`src/rtl/div_seq_n.sv`:
```
// rtl/div_seq_n.sv - radix-2 restoring shift/subtract divider, fixed BITS+1 clock latency
//
// Purpose:
//   Sequential divider between the calculator operand registers and the
//   result/display path. Operands are latched on the accepting edge, BITS
//   restoring iterations run, and one DONE cycle loads the registered result
//   and pulses rdy. A zero divisor skips RUN and goes straight to DONE.
//
// Configuration macro:
//   DIV_SIGNED_EN - when defined, sgn=1 selects two's-complement operation
//                   (magnitudes divided, sign fix-up in DONE, truncation
//                   toward zero). When undefined, sgn is ignored and every
//                   operation is unsigned.
//
// Ports:
//   clk      in   system clock, rising edge
//   reset    in   synchronous active-low reset
//   start    in   request, sampled only in IDLE
//   a        in   [BITS-1:0] dividend, captured on the accepting edge
//   b        in   [BITS-1:0] divisor, captured on the accepting edge
//   sgn      in   1 = signed operation (DIV_SIGNED_EN builds only)
//   div      out  [BITS-1:0] quotient, registered
//   mod      out  [BITS-1:0] remainder, registered
//   div_err  out  divide-by-zero flag for the last result
//   rdy      out  one-clock completion pulse
//   busy     out  high from the accepting edge until the edge asserting rdy

module div_seq_n #(
    parameter int BITS = 8
) (
    input  logic            clk,
    input  logic            reset,
    input  logic            start,
    input  logic [BITS-1:0] a,
    input  logic [BITS-1:0] b,
    input  logic            sgn,
    output logic [BITS-1:0] div,
    output logic [BITS-1:0] mod,
    output logic            div_err,
    output logic            rdy,
    output logic            busy
);

    localparam int CNT_W = (BITS > 2) ? $clog2(BITS) : 1;

    typedef enum logic [1:0] {
        S_IDLE = 2'd0,
        S_RUN  = 2'd1,
        S_DONE = 2'd2
    } state_t;

    state_t          r_state;
    state_t          w_state_nxt;

    logic [CNT_W-1:0] r_cnt;
    // Partial remainder. After every restore it is strictly less than the
    // divisor, so only BITS bits need to be kept; the shifted value used
    // for the trial subtraction is BITS+1 bits.
    logic [BITS-1:0] r_rem;
    logic [BITS-1:0] r_quo;
    logic [BITS-1:0] r_dsr;
    logic [BITS-1:0] r_a;
    logic            r_err;

    logic [BITS-1:0] r_div;
    logic [BITS-1:0] r_mod;
    logic            r_derr;
    logic            r_rdy;
    logic            r_busy;

    logic [BITS:0]   w_rem_sh;
    logic [BITS:0]   w_trial;
    logic [BITS-1:0] w_a_mag;
    logic [BITS-1:0] w_b_mag;
    logic [BITS-1:0] w_q_fix;
    logic [BITS-1:0] w_r_fix;

    logic            w_busy_nxt;
    logic            w_rdy_nxt;
    logic [BITS-1:0] w_div_nxt;
    logic [BITS-1:0] w_mod_nxt;
    logic            w_err_nxt;

    assign w_rem_sh = {r_rem, r_quo[BITS-1]};
    // MSB of the BITS+1 bit difference is the borrow: set means restore.
    assign w_trial  = w_rem_sh - {1'b0, r_dsr};

`ifdef DIV_SIGNED_EN
    logic w_a_neg;
    logic w_b_neg;
    logic r_neg_q;
    logic r_neg_r;

    assign w_a_neg = sgn & a[BITS-1];
    assign w_b_neg = sgn & b[BITS-1];
    assign w_a_mag = w_a_neg ? (~a + BITS'(1)) : a;
    assign w_b_mag = w_b_neg ? (~b + BITS'(1)) : b;
    // -2^(BITS-1) / -1 needs no special case: the magnitude quotient is
    // 2^(BITS-1) and, with no negation, reads back as -2^(BITS-1).
    assign w_q_fix = r_neg_q ? (~r_quo + BITS'(1)) : r_quo;
    assign w_r_fix = r_neg_r ? (~r_rem + BITS'(1)) : r_rem;

    always_ff @(posedge clk) begin
        if (!reset) begin
            r_neg_q <= 1'b0;
            r_neg_r <= 1'b0;
        end else if (r_state == S_IDLE && start) begin
            r_neg_q <= w_a_neg ^ w_b_neg;
            r_neg_r <= w_a_neg;
        end
    end
`else
    logic w_sgn_unused;

    assign w_sgn_unused = sgn;
    assign w_a_mag      = a;
    assign w_b_mag      = b;
    assign w_q_fix      = r_quo;
    assign w_r_fix      = r_rem;
`endif

    // State register
    always_ff @(posedge clk) begin
        if (!reset) begin
            r_state <= S_IDLE;
        end else begin
            r_state <= w_state_nxt;
        end
    end

    // Next-state logic
    always_comb begin
        w_state_nxt = r_state;
        case (r_state)
            S_IDLE: begin
                if (start) begin
                    w_state_nxt = (b == '0) ? S_DONE : S_RUN;
                end
            end
            S_RUN: begin
                if (r_cnt == '0) begin
                    w_state_nxt = S_DONE;
                end
            end
            S_DONE:  w_state_nxt = S_IDLE;
            default: w_state_nxt = S_IDLE;
        endcase
    end

    // Output logic: next values of the registered outputs
    always_comb begin
        w_busy_nxt = 1'b0;
        w_rdy_nxt  = 1'b0;
        w_div_nxt  = r_div;
        w_mod_nxt  = r_mod;
        w_err_nxt  = r_derr;
        case (r_state)
            S_IDLE: w_busy_nxt = start;
            S_RUN:  w_busy_nxt = 1'b1;
            S_DONE: begin
                w_rdy_nxt = 1'b1;
                if (r_err) begin
                    w_div_nxt = '1;
                    w_mod_nxt = r_a;
                    w_err_nxt = 1'b1;
                end else begin
                    w_div_nxt = w_q_fix;
                    w_mod_nxt = w_r_fix;
                    w_err_nxt = 1'b0;
                end
            end
            default: ;
        endcase
    end

    // Datapath and output registers
    always_ff @(posedge clk) begin
        if (!reset) begin
            r_cnt  <= '0;
            r_rem  <= '0;
            r_quo  <= '0;
            r_dsr  <= '0;
            r_a    <= '0;
            r_err  <= 1'b0;
            r_div  <= '0;
            r_mod  <= '0;
            r_derr <= 1'b0;
            r_rdy  <= 1'b0;
            r_busy <= 1'b0;
        end else begin
            r_rdy  <= w_rdy_nxt;
            r_busy <= w_busy_nxt;
            r_div  <= w_div_nxt;
            r_mod  <= w_mod_nxt;
            r_derr <= w_err_nxt;
            case (r_state)
                S_IDLE: begin
                    if (start) begin
                        r_a   <= a;
                        r_err <= (b == '0);
                        r_cnt <= CNT_W'(BITS - 1);
                        r_rem <= '0;
                        r_quo <= w_a_mag;
                        r_dsr <= w_b_mag;
                    end
                end
                S_RUN: begin
                    r_rem <= w_trial[BITS] ? w_rem_sh[BITS-1:0] : w_trial[BITS-1:0];
                    r_quo <= {r_quo[BITS-2:0], ~w_trial[BITS]};
                    r_cnt <= r_cnt - CNT_W'(1);
                end
                default: ;
            endcase
        end
    end

    assign div     = r_div;
    assign mod     = r_mod;
    assign div_err = r_derr;
    assign rdy     = r_rdy;
    assign busy    = r_busy;

endmodule

```
`config.mk`:
```
export PLATFORM = sky130hd
export DESIGN_NAME = div_seq_n
export DESIGN_NICKNAME = d
export VERILOG_FILES = /design/src/rtl/div_seq_n.sv
export SDC_FILE = /design/constraint.sdc
export NUM_CORES = 1
export LEC_CHECK = 0
export CORE_ASPECT_RATIO = 1.1
export CORE_MARGIN = 5
export CORE_UTILIZATION = 35
export CTS_BUF_LIST = sky130_fd_sc_hd__clkbuf_2 sky130_fd_sc_hd__clkbuf_4 sky130_fd_sc_hd__clkbuf_8
export CTS_CLUSTER_SIZE = 30
export DETAILED_ROUTE_END_ITERATION = 8
export GPL_ROUTABILITY_DRIVEN = 0
export PLACE_DENSITY = 0.63
export SETUP_SLACK_MARGIN = 0.4
export SYNTH_ARGS = -nofsm -noshare
export SYNTH_HDL_FRONTEND = slang
export SYNTH_SLANG_ARGS = --single-unit
```
`constraint.sdc`:
```
create_clock -name clk -period 2.71 [get_ports clk]
set_clock_uncertainty 0.05 [all_clocks]
set_input_delay 0.4065 -clock clk [delete_from_list [all_inputs] [get_ports clk]]
set_output_delay 0.4065 -clock clk [all_outputs]
set_load 0.03 [all_outputs]
```
==> summary.txt, run 1 <==
Detailed routing
  • Via count: 2,389
  • Final antenna-violating net count: 0
  • Vias/cell: 4.86
  • Final wirelength: 6400 um
  • DR iter-0 viols: 94
  • DRC Markers: 0
  • First drt pass iteration count: 4
  • Avg WL per Cell: 13.0 um

STA
  • Fin crit share: 80.7%
  • Least-Margin Pin Slew: 0.832 ns
  • Peak Freq: 457 MHz
  • Final Hold Fails: 0
  • Setup_tns: 0 ns
  • Max-slew headroom: 44.5%
  • Max Slew Vio Count: 0
  • RSZ-0062 raised after global routing: false
  • Final worst slack: 0.522 ns
  • Final setup viols: 0
  • Tmin final: 2.19 ns

GRT
  • Initial antenna violation count: 0
  • Pin count of the biggest net entering global routing: 37
  • Overflow after GRT: 0
  • Vias in the first global route: 2,328
  • First-pass GRT wire length: 10,800 um
  • GRT Total Usage: 13.7%

CTS
  • # clock sinks: 57
  • CTS tree: done
  • Clock transition at path regs: 0.07 ns
  • Total CTS buffers: 9
  • Worst-skew pair later-pin latency: 0.34 ns
  • CTS Buffer Depth: 2
  • H-tree depth: 3
  • CTS root buffer: clkbuf_8

Power and ir drop
  • Sw frac: 29.0%
  • Cell-internal power: 1.73 mW
  • Power share of the combinational group: 27.0%
  • Pwr Density: 672 nW/um^2
  • Clock share of power: 33.8%
  • Leakage: 1.58 nW
  • Psw: 708 uW
  • Sequential share of power: 39.2%
  • Max VDD drop: 347 uV

Synth
  • Mapped Nets: 366
  • Yosys warning count: 0
  • Post-synth top area cell: dfxtp_1
  • Number of synthesized flops with an enable pin: 0
  • Synthesized area: 2820 um^2
  • Synth Register Bits: 57
  • Main synth FF type: dfxtp_1
  • Sequential area share after synthesis: 40.4%
  • Post-synth cell types: 43
  • Largest cells by area after synthesis: dfxtp_1, nand2_1, o211a_1
  • Yosys top cell area share: 40.4%
  • Asr flop ratio synth: 0%
  • Syn Inst Count: 335
  • Syn avg cell area: 8.42 um^2

Worst setup path
  • Crit path required time: 2.88 ns
  • CP max FO: 8
  • Crit-path cells: inv_2 > ha_4 > fa_2 > nand2b_4 > a21oi_4 > o22ai_4 > xor2_4 > buf_12 > buf_6 > a32oi_1 > o31ai_1
  • Top delay family on crit path: compound AO/OA/AOI/OAI gates
  • Worst setup SP type: register
  • CP Capture Type: register
  • CP Class: reg -> reg
  • CP max-delay cell: fa_2
  • CP bufs+invs: 3
  • Worst stage delay on the critical path: 0.35 ns
  • Worst EP arrival: 2.36 ns

Outcome
  • Status: finished, final reports clean

Final layout
  • Area grow syn2layout: 28.6%
  • Layout cell share with drive strength beyond 1: 12.5%
  • Final Util: 46.1%
  • Nets@finish: 410
  • Most common cell after layout, fill and taps aside: nand2_1
  • Ant. Diodes: 0
  • Most frequent cells in the layout: nand2_1, dfxtp_1, nor2_1

Die
  • Top Ports: 39
  • Core Rows: 34
  • Die width: 95.6 um
  • Die area: 9960 um^2
  • Core area: 7870 um^2
  • Initial core utilization: 35.9%
  • Chip height: 104 um

Placed design
  • Number of buffers added on ports: 37
  • Dpl ws: 0.152 ns
  • DP Wirelength: 4580 um

Flow run
  • Max-cap check violation count: 0

Hold path
  • Min-delay worst type: reg -> reg
## path summary, 6_finish.rpt
check | startpoint | endpoint | slack (ns) | cells past startpoint
max | r_quo[7] | r_rem[6] | 0.52 | 11
min | r_rem[0] | r_rem[0] | 0.41 | 2
max reg2reg | r_quo[7] | r_rem[6] | 0.52 | 11
min reg2reg | r_rem[0] | r_rem[0] | 0.41 | 2
## worst min-delay path, cell delays in order, from the launching register on
cell,delay (ns)
dfxtp_2,0.33
nand2_1,0.05
o21ai_1,0.05
## power by group through the flow
| stage | Combinational (mW) | Sequential [mW] | Clock, mW |
|---|---|---|---|
| 6_report | 0.659 | 0.955 | 0.824 |
| 4_1_cts | 0.615 | 0.954 | 0.849 |
| 2_1_floorplan | 0.391 | 0.974 | 0 |
| 5_1_grt | 0.721 | 0.964 | 0.892 |
| 3_5_place_dp | 0.537 | 0.974 | 0 |
| 3_3_place_gp | 0.524 | 0.972 | 0 |
## cells by family after synthesis
family                     Yosys count  synth area share, %
adders and majority gates           11                 5.14
DFF                                 57                 40.4
AOI/OAI and AO/OA                   77                 21.2
xor gates and xnor gates             6                 2.53
buffers and inverters               33                 4.74
and+or+nand+nor                    137                 20.6
muxes                               14                 5.32
## per-layer routing
layer | part of all wire [%] | global-route usage, %
met1 | 49 | 17.1
met3 | 2.9 | 4.27
met2 | 46 | 21.8
met4 | 2.0 | 5.18
met5 | 0 | 0
## what timing repair did
action / CTS / global route
pin swaps: 3 / 4
setup buffers: 4 / 3
endpoints found under the hold margin: 0 / 0
resized for setup: 5 / 5
hold buffers: 0 / 0
setup endpoints to repair: 8 / 3
## state kept, by name, indices dropped and copies added (netlist names)
register	flops
r_a	8
r_quo	8
div	8
r_state	2
r_err	1
rdy	1
r_rem	8
busy	1
div_err	1
r_dsr	8
mod	8
r_cnt	3
## synthesized netlist by cell type (all sizes together) (2+ instances only)
| master | count |
|---|---|
| nor2 | 44 |
| mux2 | 2 |
| nor2b | 4 |
| xor2 | 4 |
| mux2i | 12 |
| nor3 | 2 |
| a21oi | 12 |
| o21ai | 8 |
| nor3b | 2 |
| nand3 | 3 |
| clkbuf | 15 |
| inv | 14 |
| o22ai | 2 |
| ha | 10 |
| buf | 4 |
| o221ai | 9 |
| nand2b | 2 |
| or4 | 2 |
| nand2 | 70 |
| xnor2 | 2 |
| a31oi | 2 |
| o211a | 19 |
| dfxtp | 57 |
| and2 | 4 |
| o21a | 2 |
| a21boi | 17 |
## per-stage QoR
step	std cells	power, mW	instance area [um^2]	hold slack (ns)
5_1_grt	492	2.58	3630	0.434
3_5_place_dp	469	1.51	3310	0.408
4_1_cts	489	2.42	3590	0.418
6_report	492	2.44	3630	0.408
2_1_floorplan	335	1.36	2830	0.393
3_3_place_gp	469	1.50	3310	0.402
## final cells by class
| cell class | instances | area, um^2 |
|---|---|---|
| clock buffers | 12 | 159 |
| clock inverters | 4 | 51.3 |
| fillers | 788 | 4240 |
| inverters | 14 | 52.6 |
| multi-input cells | 245 | 1590 |
| flip-flops and latches | 57 | 1140 |
| well taps | 108 | 135 |
| repair buffers | 52 | 499 |
No activity file was read; power rests on OpenSTA's default activity.
==> run 2: changes to the inputs <==
==> constraint.sdc (replaced) <==
create_clock -name clk -period 2.2 [get_ports clk]
set_clock_uncertainty 0.05 [all_clocks]
set_input_delay 0.33 -clock clk [delete_from_list [all_inputs] [get_ports clk]]
set_output_delay 0.33 -clock clk [all_outputs]
set_load 0.03 [all_outputs]
==> run 2 against run 1 <==
Die area unchanged. Total power up 17%. Register-to-register slack got worse by 0.47 ns. Routed wire length rose by 2.5%. Count of clock-buffer cells in the layout shrank 2. Maximum frequency increased by 1.6%. Highest routed layer unchanged. Final cell count up 1.0%. Via count up 4.0%. Utilization up 0.51 points. Combinational power increased by 20%. First-iteration DRC count grew 18%.
==> summary.txt, run 2 (synthesis results as in run 1) <==
Outcome
  • Status: finished, final reports clean

Final layout
  • FF/Latch Area: 1140 um^2
  • Footprint of the multi-input gates: 1600 um^2
  • Nets@finish: 415
  • Most common cell after layout, fill and taps aside: nand2_1
  • Layout cell share with drive strength beyond 1: 14.4%
  • Area grow syn2layout: 30.0%
  • Filler instances: 790
  • Ant. Diodes: 0
  • Most frequent cells in the layout: nand2_1, dfxtp_1, nor2_1
  • Final Util: 46.6%

Placed design
  • DP Wirelength: 4780 um
  • Number of buffers added on ports: 37

Detailed routing
  • Vias/cell: 5.00
  • Avg WL per Cell: 13.2 um
  • DR iter-0 viols: 111
  • Via count: 2,485
  • Final antenna-violating net count: 0
  • DRC Markers: 0
  • Final wirelength: 6560 um
  • First drt pass iteration count: 4

Worst setup path
  • FF-to-FF Start: r_quo[7]
  • R2r setup slk: 0.05 ns
  • CP Capture Type: register
  • Reg-to-Reg End: r_rem[1]
  • CP Class: reg -> reg
  • CP max FO: 9
  • Crit path required time: 2.42 ns
  • Worst EP arrival: 2.37 ns
  • Worst setup SP type: register
  • R2R depth: 10

Power and ir drop
  • Sequential share of power: 41.4%
  • Pwr Density: 776 nW/um^2
  • Max VDD drop: 411 uV
  • Leakage: 1.65 nW
  • Sw frac: 31.4%
  • Clock share of power: 30.9%
  • Psw: 895 uW
  • Cell-internal power: 1.95 mW
  • Power share of the combinational group: 27.7%

Die
  • Core Rows: 34
  • Chip height: 104 um
  • Initial core utilization: 35.9%
  • Die area: 9960 um^2
  • Top Ports: 39
  • Die width: 95.6 um
  • Core area: 7870 um^2

STA
  • RSZ-0062 raised after global routing: true
  • Max-slew headroom: 59.4%
  • Max Slew Vio Count: 0
  • Tmin final: 2.15 ns
  • Final Hold Fails: 0
  • Final setup viols: 0
  • WHS: 0.414 ns
  • Least-Margin Pin Slew: 0.608 ns
  • Peak Freq: 465 MHz
  • Fin crit share: 97.8%

GRT
  • Pin count of the biggest net entering global routing: 35
  • GRT Total Usage: 14.2%
  • Overflow after GRT: 0
  • Initial antenna violation count: 0
  • First-pass GRT wire length: 11,300 um
  • Vias in the first global route: 2,359

Flow run
  • Max-cap check violation count: 0

CTS
  • CTS tree: done
  • Total CTS buffers: 9
  • # clock sinks: 57
  • Worst-skew pair later-pin latency: 0.34 ns
  • H-tree depth: 3
  • Clock transition at path regs: 0.07 ns
  • CTS Buffer Depth: 2
  • Hold-fix buffers at CTS: 0
  • CTS root buffer: clkbuf_8

Hold path
  • WHS Endpoint: r_a[6]
  • Min-delay worst type: reg -> reg
  • Hold-critical path depth: 2
  • Min-delay src: r_a[6]
==> run 2: changes by cell type in the layout (fill, tap and decap cells not counted), moves of 2 or more <==
cell	before	now
clkinv_4	1	3
buf_4	13	17
dlymetal6s2s_1	0	3
clkdlybuf4s50_1	37	34
==> run 2: stage by stage <==
stage | std cells | worst slack [ns] | cell area (um^2) | power, mW | setup TNS (ns)
2_1_floorplan | 335 | 0.0770 | 2860 | 1.70 | 0
4_1_cts | 497 | 0.0164 | 3650 | 2.87 | 0
6_report | 497 | 0.0479 | 3670 | 2.85 | 0
3_3_place_gp | 479 | 0.0701 | 3440 | 1.94 | 0
5_1_grt | 497 | -0.0370 | 3670 | 3.03 | -0.0857
3_5_place_dp | 479 | 0.0351 | 3440 | 1.96 | 0
==> run 2: timing repair <==
| item | CTS | global route |
|---|---|---|
| hold endpoints to repair | 0 | 0 |
| pin swaps | 3 | 2 |
| resized for setup | 2 | 7 |
| setup endpoints to repair | 9 | 23 |
| buffers inserted | 2 | 0 |
==> run 2: worst max path at each step <==
stage / from / to / slack [ns]
global route: r_quo[7] / r_rem[1] / -0.04
global placement: r_quo[7] / r_rem[0] / 0.07
floorplan: r_quo[7] / r_rem[0] / 0.08
finish: r_quo[7] / r_rem[1] / 0.05
CTS: r_quo[7] / r_rem[1] / 0.02
detailed placement: r_quo[7] / r_rem[1] / 0.04
==> run 2: final cells by class <==
| cell class | instances | area share (%) |
|---|---|---|
| Timing Repair Buffer | 57 | 15.2 |
| Multi-Input combinational cell | 245 | 43.5 |
| Clock buffer | 10 | 3.75 |
| Tap cell | 108 | 3.68 |
| Clock inverter | 6 | 1.19 |
| Inverter | 14 | 1.43 |
| Sequential cell | 57 | 31.2 |
==> run 2: worst max-delay path, stage by stage, from the launching register on <==
cell and delay (ns):
dfxtp_2 0.33, inv_2 0.05, ha_4 0.15, fa_2 0.34, nand2b_4 0.16, a21oi_4 0.17, o22ai_4 0.11, xor2_4 0.17
buf_12 0.16, mux2_4 0.29, o21ai_1 0.11
==> run 2: power by group through the flow <==
stage	clock network (mW)	registers [mW]	logic [mW]
after floorplan	0	1.20	0.495
after global placement	0	1.20	0.747
after detailed placement	0	1.20	0.759
after CTS	0.905	1.18	0.792
after global routing	0.972	1.19	0.871
final	0.880	1.18	0.788
==> run 2: routing by layer <==
layer | global-route usage [%] | vias up | share of wire, %
li1 | - | 1240 | -
met1 | 18.1 | 1189 | 43
met2 | 22.9 | 45 | 50
met3 | 3.62 | 11 | 4.9
met4 | 5.08 | 0 | 1.5
met5 | 0 | - | 0
==> run 3: changes to the inputs <==
--- a/config.mk
+++ b/config.mk
@@ -6,7 +6,7 @@
 export NUM_CORES = 1
 export LEC_CHECK = 0
 export CORE_ASPECT_RATIO = 1.1
-export CORE_MARGIN = 5
+export CORE_MARGIN = 2
 export CORE_UTILIZATION = 35
 export CTS_BUF_LIST = sky130_fd_sc_hd__clkbuf_2 sky130_fd_sc_hd__clkbuf_4 sky130_fd_sc_hd__clkbuf_8
 export CTS_CLUSTER_SIZE = 30
==> run 3 against run 2 <==
Global-route usage grew 1.4 points. Critical path depth is the same. Die area shrank 12%. Total power grew 2.9%. Final cell count shrank 0.80%. Flip-flop and latch count is the same. Utilization shrank 0.17 points. Combinational power shrank 3.2%. Sequential share of layout area is essentially flat. Hold slack lost 0.0034 ns. Setup slack lost 0.011 ns. Critical endpoint unchanged. Register-to-register slack is essentially flat. Critical path type unchanged.
==> summary.txt, run 3 (synthesis results as in run 1) <==
Outcome
  • Status: finished, final reports clean

CTS
  • CTS tree: done
  • CTS Buffer Depth: 2
  • H-tree depth: 3
  • Setup bufs post-CTS: 0
  • Total CTS buffers: 9
  • Clock transition at path regs: 0.07 ns
  • # clock sinks: 57
  • CTS root buffer: clkbuf_8
  • Worst-skew pair later-pin latency: 0.33 ns
  • Hold-fix buffers at CTS: 0

Final layout
  • Area grow syn2layout: 29.5%
  • Most frequent cells in the layout: nand2_1, dfxtp_1, nor2_1
  • Finished Layout Cells: 493
  • Most common cell after layout, fill and taps aside: nand2_1
  • Filler instances: 770
  • Final Util: 46.4%
  • Nets@finish: 411
  • Ant. Diodes: 0
  • Layout cell share with drive strength beyond 1: 13.5%

Detailed routing
  • Final antenna-violating net count: 0
  • First drt pass iteration count: 4
  • Via count: 2,406
  • DRC Markers: 0
  • DR iter-0 viols: 134
  • Avg WL per Cell: 12.6 um
  • Final wirelength: 6220 um
  • Vias/cell: 4.88

STA
  • Least-Margin Pin Slew: 0.551 ns
  • Final worst slack: 0.0368 ns
  • Setup_tns: 0 ns
  • Peak Freq: 462 MHz
  • Final setup viols: 0
  • Fin crit share: 98.3%
  • Tmin final: 2.16 ns
  • RSZ-0062 raised after global routing: true
  • Max Slew Vio Count: 0
  • Max-slew headroom: 63.2%
  • Final Hold Fails: 0

Worst setup path
  • Crit path required time: 2.42 ns
  • Crit-path cells: inv_2 > ha_4 > fa_2 > nand2b_4 > a21oi_4 > o22ai_4 > xor2_4 > buf_12 > mux2_4 > o21ai_2
  • CP max-delay cell: fa_2
  • Worst stage delay on the critical path: 0.36 ns
  • Reg-to-Reg End: r_rem[1]
  • Critical Path Sink: r_rem[1]
  • FF-to-FF Start: r_quo[7]
  • Worst setup SP type: register
  • CP Class: reg -> reg
  • Worst EP arrival: 2.39 ns
  • Crit path from: r_quo[7]
  • R2R depth: 10
  • CP Capture Type: register
  • CP max FO: 9
  • R2r setup slk: 0.04 ns

GRT
  • M2 GR Usage: 24.0%
  • M3 GR Usage: 2.54%
  • GRT Total Usage: 15.6%
  • Met1 GRT Util: 20.5%
  • Initial antenna violation count: 0
  • First-pass GRT wire length: 10,600 um
  • Vias in the first global route: 2,219
  • Most Crowded Layer GR: met2
  • Overflow after GRT: 0
  • Pin count of the biggest net entering global routing: 38

Placed design
  • DP Wirelength: 4540 um
  • Number of buffers added on ports: 37
  • Placed cell count: 477
  • Dpl ws: 0.0307 ns

Power and ir drop
  • Pwr Density: 802 nW/um^2
  • Leakage: 1.58 nW
  • Max VDD drop: 342 uV

Hold path
  • Min-delay worst type: reg -> reg
  • Hold-critical path depth: 2

Die
  • Core area: 7870 um^2
  • Initial core utilization: 35.9%
  • Top Ports: 39
  • Chip height: 98.2 um
  • Core Rows: 34
  • Die width: 89.6 um
  • Die area: 8800 um^2

Flow run
  • Max-cap check violation count: 0
-- run 3: cell types whose count changed in the layout (fill, tap and decap cells not counted), moves of 2 or more --
cell	before	now
dfxtp_1	54	56
dlymetal6s2s_1	3	0
dfxtp_2	3	1
clkdlybuf4s50_1	34	37
buf_4	17	14
-- run 3: report_power, final --
group / switching [mW] / internal [mW] / total [mW]
Sequential: 0.0631 / 1.11 / 1.17
Combinational: 0.380 / 0.382 / 0.763
Clock: 0.442 / 0.555 / 0.996
Total: 0.886 / 2.04 / 2.93
-- run 3: repair_timing --
action	4_1_cts	5_1_grt
pin swaps	0	0
setup endpoints to repair	9	10
resized for setup	1	4
-- run 3: final cells by class --
| type | count | area, um^2 | share of cell area (%) |
|---|---|---|---|
| multi-input cells | 245 | 1600 | 43.9 |
| flip-flops and latches | 57 | 1140 | 31.3 |
| repair buffers | 53 | 515 | 14.1 |
| clock buffers | 10 | 138 | 3.77 |
| well taps | 108 | 135 | 3.70 |
| clock inverters | 6 | 67.6 | 1.85 |
| inverters | 14 | 52.6 | 1.44 |
-- run 3: critical path, delay by kind of cell, from the launching register on --
family,cells,cell delay (ns)
buffers and inverters,2,0.21
adder cells (fa/ha/maj),2,0.51
multiplexers,1,0.29
AO/OA/AOI/OAI,3,0.37
AND/OR/NAND/NOR,1,0.17
flip-flops,1,0.33
XOR/XNOR,1,0.17
-- run 3: through the flow --
step	power (mW)	hold slack [ns]	instance area (um^2)
2_1_floorplan	1.70	0.393	2860
3_3_place_gp	1.94	0.401	3430
3_5_place_dp	1.95	0.407	3430
4_1_cts	2.96	0.416	3640
5_1_grt	3.10	0.433	3650
6_report	2.93	0.411	3650
-- run 3: how the worst min path moves through the flow --
| stage | startpoint | slack, ns | end |
|---|---|---|---|
| finish | r_dsr[5] | 0.41 | r_dsr[5] |
| CTS | r_dsr[5] | 0.42 | r_dsr[5] |
| floorplan | r_rem[0] | 0.39 | r_rem[0] |
| detailed placement | r_dsr[5] | 0.41 | r_dsr[5] |
| global placement | r_a[1] | 0.40 | r_a[1] |
| global route | r_dsr[5] | 0.43 | r_dsr[5] |
-- run 3: layer usage --
layer / vias to the layer above / share of wire [%]
met4: 0 / 2.4
met2: 43 / 48
met3: 10 / 3.9
li1: 1244 / -
met5: - / 0
met1: 1109 / 46
